File: config.mk
export PLATFORM = sky130hd
export DESIGN_NAME = ysyx_041514_mem_access_flat
export DESIGN_NICKNAME = d
export VERILOG_FILES = /design/src/rtl/ysyx_041514_mem_access_pkg.sv /design/src/rtl/ysyx_041514_mem_access_if.sv /design/src/rtl/ysyx_041514_mem_align.sv /design/src/rtl/ysyx_041514_mem_access.sv /design/src/flat_wrapper.sv
export SDC_FILE = /design/constraint.sdc
export NUM_CORES = 1
export LEC_CHECK = 0
export ABC_AREA = 1
export CAP_MARGIN = 20
export CORE_MARGIN = 3
export CORE_UTILIZATION = 30
export CTS_CLUSTER_DIAMETER = 50
export DETAILED_ROUTE_END_ITERATION = 12
export SETUP_SLACK_MARGIN = 0.05
export SLEW_MARGIN = 20
export SYNTH_ARGS = -nofsm -noshare
export SYNTH_HDL_FRONTEND = slang
export SYNTH_HIERARCHICAL = 1
export SYNTH_SLANG_ARGS = --single-unit
export TNS_END_PERCENT = 100
File: constraint.sdc
create_clock -name clk -period 1.95 [get_ports clk]
set_input_delay 0.39 -clock clk [delete_from_list [all_inputs] [get_ports clk]]
set_output_delay 0.39 -clock clk [all_outputs]
set_load 0.005 [all_outputs]
File: src/rtl/ysyx_041514_mem_access_pkg.sv
// rtl/ysyx_041514_mem_access_pkg.sv - memory-op encodings, access decode helpers and LSU FSM states
package ysyx_041514_mem_access_pkg;

  localparam int MEMOP_LEN = 4;

  localparam logic [MEMOP_LEN-1:0] MEMOP_NONE = 4'd0;
  localparam logic [MEMOP_LEN-1:0] MEMOP_LB   = 4'd1;
  localparam logic [MEMOP_LEN-1:0] MEMOP_LH   = 4'd2;
  localparam logic [MEMOP_LEN-1:0] MEMOP_LW   = 4'd3;
  localparam logic [MEMOP_LEN-1:0] MEMOP_LD   = 4'd4;
  localparam logic [MEMOP_LEN-1:0] MEMOP_LBU  = 4'd5;
  localparam logic [MEMOP_LEN-1:0] MEMOP_LHU  = 4'd6;
  localparam logic [MEMOP_LEN-1:0] MEMOP_LWU  = 4'd7;
  localparam logic [MEMOP_LEN-1:0] MEMOP_SB   = 4'd8;
  localparam logic [MEMOP_LEN-1:0] MEMOP_SH   = 4'd9;
  localparam logic [MEMOP_LEN-1:0] MEMOP_SW   = 4'd10;
  localparam logic [MEMOP_LEN-1:0] MEMOP_SD   = 4'd11;

  typedef enum logic [1:0] {
    ST_IDLE  = 2'd0,
    ST_REQ   = 2'd1,
    ST_RESP  = 2'd2,
    ST_DRAIN = 2'd3
  } lsu_state_e;

  // log2 of the access size in bytes
  function automatic logic [1:0] memop_size(input logic [MEMOP_LEN-1:0] op);
    case (op)
      MEMOP_LB, MEMOP_LBU, MEMOP_SB: return 2'd0;
      MEMOP_LH, MEMOP_LHU, MEMOP_SH: return 2'd1;
      MEMOP_LW, MEMOP_LWU, MEMOP_SW: return 2'd2;
      default:                       return 2'd3;
    endcase
  endfunction

  function automatic logic memop_is_store(input logic [MEMOP_LEN-1:0] op);
    return (op == MEMOP_SB) || (op == MEMOP_SH) || (op == MEMOP_SW) || (op == MEMOP_SD);
  endfunction

  function automatic logic memop_is_signed(input logic [MEMOP_LEN-1:0] op);
    return (op == MEMOP_LB) || (op == MEMOP_LH) || (op == MEMOP_LW);
  endfunction

  function automatic logic memop_misaligned(input logic [MEMOP_LEN-1:0] op, input logic [2:0] off);
    case (memop_size(op))
      2'd0:    return 1'b0;
      2'd1:    return off[0];
      2'd2:    return |off[1:0];
      default: return |off;
    endcase
  endfunction

endpackage

File: src/rtl/ysyx_041514_mem_access_if.sv
// rtl/ysyx_041514_mem_access_if.sv - data-memory request/response port between LSU and memory
interface ysyx_041514_mem_access_if #(
  parameter int XLEN = 64
);
  logic              req_valid;
  logic              req_ready;
  logic [XLEN-1:0]   req_addr;
  logic              req_wen;
  logic [XLEN-1:0]   req_wdata;
  logic [XLEN/8-1:0] req_wstrb;
  logic              resp_valid;
  logic [XLEN-1:0]   resp_rdata;

  modport master (
    output req_valid, req_addr, req_wen, req_wdata, req_wstrb,
    input  req_ready, resp_valid, resp_rdata
  );

  modport slave (
    input  req_valid, req_addr, req_wen, req_wdata, req_wstrb,
    output req_ready, resp_valid, resp_rdata
  );
endinterface

File: src/rtl/ysyx_041514_mem_align.sv
// rtl/ysyx_041514_mem_align.sv - store lane shift/strobe generation and load extraction/extension
module ysyx_041514_mem_align
  import ysyx_041514_mem_access_pkg::*;
#(
  parameter int XLEN   = 64,
  parameter int STRB_W = XLEN / 8
) (
  input  logic [MEMOP_LEN-1:0] i_st_op,
  input  logic [2:0]           i_st_off,
  input  logic [XLEN-1:0]      i_wdata,
  output logic [XLEN-1:0]      o_wdata,
  output logic [STRB_W-1:0]    o_wstrb,
  input  logic [MEMOP_LEN-1:0] i_ld_op,
  input  logic [2:0]           i_ld_off,
  input  logic [XLEN-1:0]      i_rdata,
  output logic [XLEN-1:0]      o_rdata
);

  logic [STRB_W-1:0] w_mask;
  logic [XLEN-1:0]   w_rsh;
  logic              w_sgn;

  // lanes shifted past the top byte fall off: misaligned stores are truncated
  always_comb begin
    w_mask = '0;
    case (memop_size(i_st_op))
      2'd0:    w_mask = STRB_W'(8'h01);
      2'd1:    w_mask = STRB_W'(8'h03);
      2'd2:    w_mask = STRB_W'(8'h0F);
      default: w_mask = STRB_W'(8'hFF);
    endcase
    o_wstrb = w_mask << i_st_off;
    o_wdata = i_wdata << {i_st_off, 3'b000};
  end

  always_comb begin
    w_rsh   = i_rdata >> {i_ld_off, 3'b000};
    w_sgn   = memop_is_signed(i_ld_op);
    o_rdata = w_rsh;
    case (memop_size(i_ld_op))
      2'd0:    o_rdata = {{(XLEN-8){w_sgn & w_rsh[7]}}, w_rsh[7:0]};
      2'd1:    o_rdata = {{(XLEN-16){w_sgn & w_rsh[15]}}, w_rsh[15:0]};
      2'd2:    o_rdata = {{(XLEN-32){w_sgn & w_rsh[31]}}, w_rsh[31:0]};
      default: o_rdata = w_rsh;
    endcase
  end

endmodule

File: src/rtl/ysyx_041514_mem_access.sv
// rtl/ysyx_041514_mem_access.sv - MEM-stage load/store unit, one outstanding request at a time
// Optional misaligned-access trap: YSYX_041514_MISALIGN_TRAP_EN
module ysyx_041514_mem_access
  import ysyx_041514_mem_access_pkg::*;
#(
  parameter int XLEN   = 64,
  parameter int STRB_W = XLEN / 8
) (
  input  logic                 clk,
  input  logic                 rst,
  input  logic                 flush_i,
  input  logic [MEMOP_LEN-1:0] mem_op_i,
  input  logic [XLEN-1:0]      addr_i,
  input  logic [XLEN-1:0]      wdata_i,
  output logic                 stall_req_o,
  output logic [XLEN-1:0]      rdata_o,
`ifdef YSYX_041514_MISALIGN_TRAP_EN
  output logic [1:0]           misalign_o,
`endif
  ysyx_041514_mem_access_if.master mem
);

  lsu_state_e           r_state;
  logic                 r_req_valid;
  logic [XLEN-1:0]      r_addr;
  logic                 r_wen;
  logic [XLEN-1:0]      r_wdata;
  logic [STRB_W-1:0]    r_wstrb;
  logic [MEMOP_LEN-1:0] r_op;
  logic [2:0]           r_off;

  logic                 w_is_op;
  logic                 w_is_store;
  logic                 w_issue;
  logic [XLEN-1:0]      w_wdata_sh;
  logic [STRB_W-1:0]    w_wstrb;
  logic [XLEN-1:0]      w_rdata_ext;

  assign w_is_op    = (mem_op_i != MEMOP_NONE);
  assign w_is_store = memop_is_store(mem_op_i);

`ifdef YSYX_041514_MISALIGN_TRAP_EN
  logic       w_mis;
  logic       w_trap;
  logic [1:0] r_misalign;
  assign w_mis      = memop_misaligned(mem_op_i, addr_i[2:0]);
  assign w_issue    = (r_state == ST_IDLE) && w_is_op && !flush_i && !w_mis;
  assign w_trap     = (r_state == ST_IDLE) && w_is_op && !flush_i && w_mis;
  assign misalign_o = r_misalign;
`else
  assign w_issue    = (r_state == ST_IDLE) && w_is_op && !flush_i;
`endif

  ysyx_041514_mem_align #(.XLEN(XLEN), .STRB_W(STRB_W)) u_align (
    .i_st_op  (mem_op_i),
    .i_st_off (addr_i[2:0]),
    .i_wdata  (wdata_i),
    .o_wdata  (w_wdata_sh),
    .o_wstrb  (w_wstrb),
    .i_ld_op  (r_op),
    .i_ld_off (r_off),
    .i_rdata  (mem.resp_rdata),
    .o_rdata  (w_rdata_ext)
  );

  // a flush racing the handshake still owes a response, so it drains instead of idling
  always_ff @(posedge clk or negedge rst) begin
    if (!rst) begin
      r_state     <= ST_IDLE;
      r_req_valid <= 1'b0;
      r_addr      <= '0;
      r_wen       <= 1'b0;
      r_wdata     <= '0;
      r_wstrb     <= '0;
      r_op        <= MEMOP_NONE;
      r_off       <= 3'd0;
`ifdef YSYX_041514_MISALIGN_TRAP_EN
      r_misalign  <= 2'b00;
`endif
    end else begin
`ifdef YSYX_041514_MISALIGN_TRAP_EN
      r_misalign <= w_trap ? {w_is_store, ~w_is_store} : 2'b00;
`endif
      case (r_state)
        ST_IDLE: begin
          if (w_issue) begin
            r_state     <= ST_REQ;
            r_req_valid <= 1'b1;
            r_addr      <= {addr_i[XLEN-1:3], 3'b000};
            r_wen       <= w_is_store;
            r_wdata     <= w_is_store ? w_wdata_sh : '0;
            r_wstrb     <= w_is_store ? w_wstrb : '0;
            r_op        <= mem_op_i;
            r_off       <= addr_i[2:0];
          end
        end
        ST_REQ: begin
          if (mem.req_ready) begin
            r_req_valid <= 1'b0;
            r_state     <= flush_i ? ST_DRAIN : ST_RESP;
          end else if (flush_i) begin
            r_req_valid <= 1'b0;
            r_state     <= ST_IDLE;
          end
        end
        ST_RESP: begin
          if (mem.resp_valid) begin
            r_state <= ST_IDLE;
          end else if (flush_i) begin
            r_state <= ST_DRAIN;
          end
        end
        ST_DRAIN: begin
          if (mem.resp_valid) begin
            r_state <= ST_IDLE;
          end
        end
        default: r_state <= ST_IDLE;
      endcase
    end
  end

  always_comb begin
    stall_req_o = 1'b0;
    case (r_state)
      ST_IDLE:  stall_req_o = w_issue;
      ST_REQ:   stall_req_o = 1'b1;
      ST_RESP:  stall_req_o = ~mem.resp_valid;
      ST_DRAIN: stall_req_o = 1'b1;
      default:  stall_req_o = 1'b0;
    endcase
  end

  assign rdata_o = ((r_state == ST_RESP) && mem.resp_valid && !flush_i && !r_wen) ? w_rdata_ext : '0;

  assign mem.req_valid = r_req_valid;
  assign mem.req_addr  = r_addr;
  assign mem.req_wen   = r_wen;
  assign mem.req_wdata = r_wdata;
  assign mem.req_wstrb = r_wstrb;

endmodule

File: src/flat_wrapper.sv
// flat-port wrapper written by rule: the top's interface ports become plain ports
module ysyx_041514_mem_access_flat import ysyx_041514_mem_access_pkg::*;
#(
  parameter int XLEN   = 64,
  parameter int STRB_W = XLEN / 8
)
  (clk, rst, flush_i, mem_op_i, addr_i, wdata_i, stall_req_o, rdata_o, mem_req_valid, mem_req_addr, mem_req_wen, mem_req_wdata, mem_req_wstrb, mem_req_ready, mem_resp_valid, mem_resp_rdata);
  ysyx_041514_mem_access_if #(.XLEN(XLEN)) mem_i ();
  input  logic clk;
  input  logic rst;
  input  logic flush_i;
  input  logic [MEMOP_LEN-1:0] mem_op_i;
  input  logic [XLEN-1:0] addr_i;
  input  logic [XLEN-1:0] wdata_i;
  output logic stall_req_o;
  output logic [XLEN-1:0] rdata_o;
  output wire logic [$bits(mem_i.req_valid)-1:0] mem_req_valid;
  output wire logic [$bits(mem_i.req_addr)-1:0] mem_req_addr;
  output wire logic [$bits(mem_i.req_wen)-1:0] mem_req_wen;
  output wire logic [$bits(mem_i.req_wdata)-1:0] mem_req_wdata;
  output wire logic [$bits(mem_i.req_wstrb)-1:0] mem_req_wstrb;
  input wire logic [$bits(mem_i.req_ready)-1:0] mem_req_ready;
  input wire logic [$bits(mem_i.resp_valid)-1:0] mem_resp_valid;
  input wire logic [$bits(mem_i.resp_rdata)-1:0] mem_resp_rdata;
  assign mem_req_valid = mem_i.req_valid;
  assign mem_req_addr = mem_i.req_addr;
  assign mem_req_wen = mem_i.req_wen;
  assign mem_req_wdata = mem_i.req_wdata;
  assign mem_req_wstrb = mem_i.req_wstrb;
  assign mem_i.req_ready = mem_req_ready;
  assign mem_i.resp_valid = mem_resp_valid;
  assign mem_i.resp_rdata = mem_resp_rdata;
  ysyx_041514_mem_access #(.XLEN(XLEN), .STRB_W(STRB_W)) u_core (.clk(clk), .rst(rst), .flush_i(flush_i), .mem_op_i(mem_op_i), .addr_i(addr_i), .wdata_i(wdata_i), .stall_req_o(stall_req_o), .rdata_o(rdata_o), .mem(mem_i));
endmodule
==> impl_metrics.env <==
export IMPL_pre_cts_ws_ps=-1020
export IMPL_dp_final_hpwl_um=37700
export IMPL_antenna_found_initial=5
export IMPL_io_pins=404
export IMPL_power_density_nw_per_um2=1400
export IMPL_wl_met2_um=23800
export IMPL_seqPwrFrac_pct=18.5
export IMPL_switchingPower_mw=10.9
export IMPL_syn2layout_area_growth_pct=71.4
export IMPL_dieWidth_um=193
export IMPL_initial_core_util_pct=30.8
export IMPL_fin_crit_sh_pct=144
export IMPL_hold_viol=0
export IMPL_crit_required_ps=1560
export IMPL_final_seq_area_um2=3610
export IMPL_violations="negative setup slack"
export IMPL_fmax_mhz=357
export IMPL_ir_drop_uv=663
export IMPL_clockBufferDepth=2
export IMPL_synth_edf_count=0
export IMPL_wl_met1_um=20100
export IMPL_p_int_mw=14.2
export IMPL_critPathCaptureType="output port"
export IMPL_routed_wl_um=50800
export IMPL_final_max_slew_viol_count=0
export IMPL_post_drt_via_cell_ratio=4.88
export IMPL_maxSlewHeadroom_pct=61.1
export IMPL_start_kind="flop"
export IMPL_cp_max_fo=11
export IMPL_multi_input_area_um2=6380
export IMPL_syn_area_um2=10500
export IMPL_rsz0062_at_grt="yes"
export IMPL_place_congestion=0.952
export IMPL_combinationalPowerShare_pct=69.0
export IMPL_n_antenna_cell=0
export IMPL_synth_distinct_cells=32
export IMPL_switching_share_pct=43.5
export IMPL_wl_per_cell_um=18.9
export IMPL_grt_max_degree=99
export IMPL_clk_latency_ps=430
export IMPL_syn_inst=1681
export IMPL_h_tree_depth=4
export IMPL_yosys_most_used_dff="dfrtp_1"
export IMPL_first_global_vias=13000
export IMPL_fillerInstances=3360
export IMPL_fin_skew_ps=16.4
export IMPL_dieArea_um2=37100
export IMPL_top_layer="met5"
export IMPL_final_nets=2428
export IMPL_row_count=67
export IMPL_yosysTopAreaCell="dfrtp_1"
export IMPL_yosys_top_cells_count="nand2_1, dfrtp_1, inv_1"
export IMPL_finalWorstSetupSlack_ps=-850
export IMPL_dr_pass1_iters=5
export IMPL_post_route_util_pct=52.8
export IMPL_crit_arrival_ps=2410
export IMPL_hold_class="in -> reg"
export IMPL_tightest_slew_ps=583
export IMPL_finalCriticalPeriod_ps=2800
export IMPL_crit_type="reg -> out"
export IMPL_numCtsBuffers=17
export IMPL_setup_viol=64
export IMPL_routed_wl_met3_um=4740
export IMPL_yosys_register_bits=144
export IMPL_path_clk_slew_ps=70
export IMPL_drc=0
export IMPL_p_clk_share_pct=12.6
export IMPL_synth_most_common_cell="nand2_1"
export IMPL_final_antenna_net_count=0
export IMPL_leakage_nw=9.15
export IMPL_yosys_top_cells_area="dfrtp_1, nand2_1, nand3_1"
export IMPL_outcome="complete, but fails checks"
export IMPL_grt_util_all_layers_pct=26.3
export IMPL_drv_cap=0
export IMPL_core_um2=34000
export IMPL_tritoncts_num_sinks=144
export IMPL_cts_tree="built"
export IMPL_clock_root_buffer="clkbuf_16"
export IMPL_drive_gt1_share_pct=22.5
export IMPL_avgSynthCellArea_um2=6.22
export IMPL_gr_total_overflow=0
export IMPL_synth_seq_area_share_pct=34.5
export IMPL_synth_top_area_share_pct=34.5
export IMPL_portBuffers=400
export IMPL_grt_pass1_wl_um=74800
export IMPL_async_reset_ff_share_pct=100
export IMPL_die_height_um=193
export IMPL_yosys_warnings=6
export IMPL_drt_iter0_drc=811
export IMPL_vias=13100
export IMPL_totalPowerFinal_mw=25.1
logic make-up after synthesis:
family | synth area share, %
mux | 2.11
compound gates | 8.48
buf+inv | 11.0
flops | 34.5
fa+ha+maj | 0.718
simple gates | 43.1
other cells | 0.0359
state kept, by name (all words and copies together), names as in the netlist:
register and count:
u_core/r_off 3, u_core/r_op 4, u_core/mem.req_wen 1, u_core/mem.req_wdata 64, u_core/r_state 2, u_core/mem.req_addr 61, u_core/mem.req_wstrb 8, u_core/mem.req_valid 1
cell usage in the layout, fill, tap and decap left out, types with 17 or more instances in the layout:
master             n
a21oi_1           17
buf_12            34
buf_2             63
buf_4            150
buf_6             39
clkbuf_16         21
clkdlybuf4s50_1  331
dfrtp_1          141
inv_1            106
mux2i_1           22
nand2_1          739
nand2_2           47
nand2_4           24
nand3_1           92
nand3_2           23
nand4_1           33
nor2_1           103
o211ai_1          23
o21ai_0           79
cell type report:
type | instances | share of cell area (%)
clock inverter | 14 | 0.698
multi-input combinational | 1293 | 35.6
sequential | 144 | 20.1
inverter | 128 | 2.84
timing repair buffer | 637 | 35.2
clock buffer | 18 | 2.40
tap | 448 | 3.13
worst paths after layout:
path,startpoint,endpoint,slack (ps),cells past startpoint
setup / recovery,u_core/r_op[1],rdata_o[61],-850,14
hold / removal,mem_op_i[1],u_core/r_op[1],260,3
setup reg to reg,u_core/r_state[1],u_core/mem.req_wdata[40],190,10
hold reg to reg,u_core/mem.req_wdata[0],u_core/mem.req_wdata[0],480,2
max in group asynchronous,rst,u_core/r_op[1],910,3
min in group asynchronous,rst,u_core/mem.req_wdata[12],480,3
metrics by stage:
step           std cells  setup TNS, ps  instance area [um2]  hold slack (ps)
5_1_grt             2682         -55410                17900              262
3_3_place_gp        2583         -92330                16100              379
2_1_floorplan       1683          -31.0                10500             94.4
6_report            2682         -48110                17900              264
3_5_place_dp        2583         -94400                16100              380
4_1_cts             2666         -45200                17400              466
power by group through the flow:
stage | combinational, mW | sequential, mW | clock [mW]
after detailed placement | 13.3 | 4.63 | 0
after CTS | 16.1 | 4.64 | 3.23
after global routing | 18.6 | 4.76 | 3.36
final | 17.3 | 4.62 | 3.15
after floorplan | 6.47 | 4.64 | 0
after global placement | 13.3 | 4.61 | 0
worst max-delay path, cell delays in order, from the launching register on:
cell	delay (ps)
dfrtp_2	430
inv_4	60
ha_4	270
nand2_4	40
nand2_4	70
buf_6	100
nand2_4	50
nor2_4	190
nand2_8	90
buf_12	150
buf_16	140
nand4_1	80
inv_1	50
nor2_2	110
buf_2	130
timing repair:
action | CTS | global route
buffers inserted | 42 | 16
endpoints found under the hold margin | 46 | 0
setup endpoints to repair | 66 | 117
cloned | 10 | 4
resized for setup | 425 | 78
pin swaps | 63 | 50
hold buffers | 1 | 0
metal layers:
metal / GRT usage (%) / vias up
met2: 43.8 / 552
li1: - / 6352
met5: 0 / -
met1: 31.2 / 6070
met3: 8.37 / 98
met4: 11.0 / 10
No activity file was read; power rests on OpenSTA's default activity.
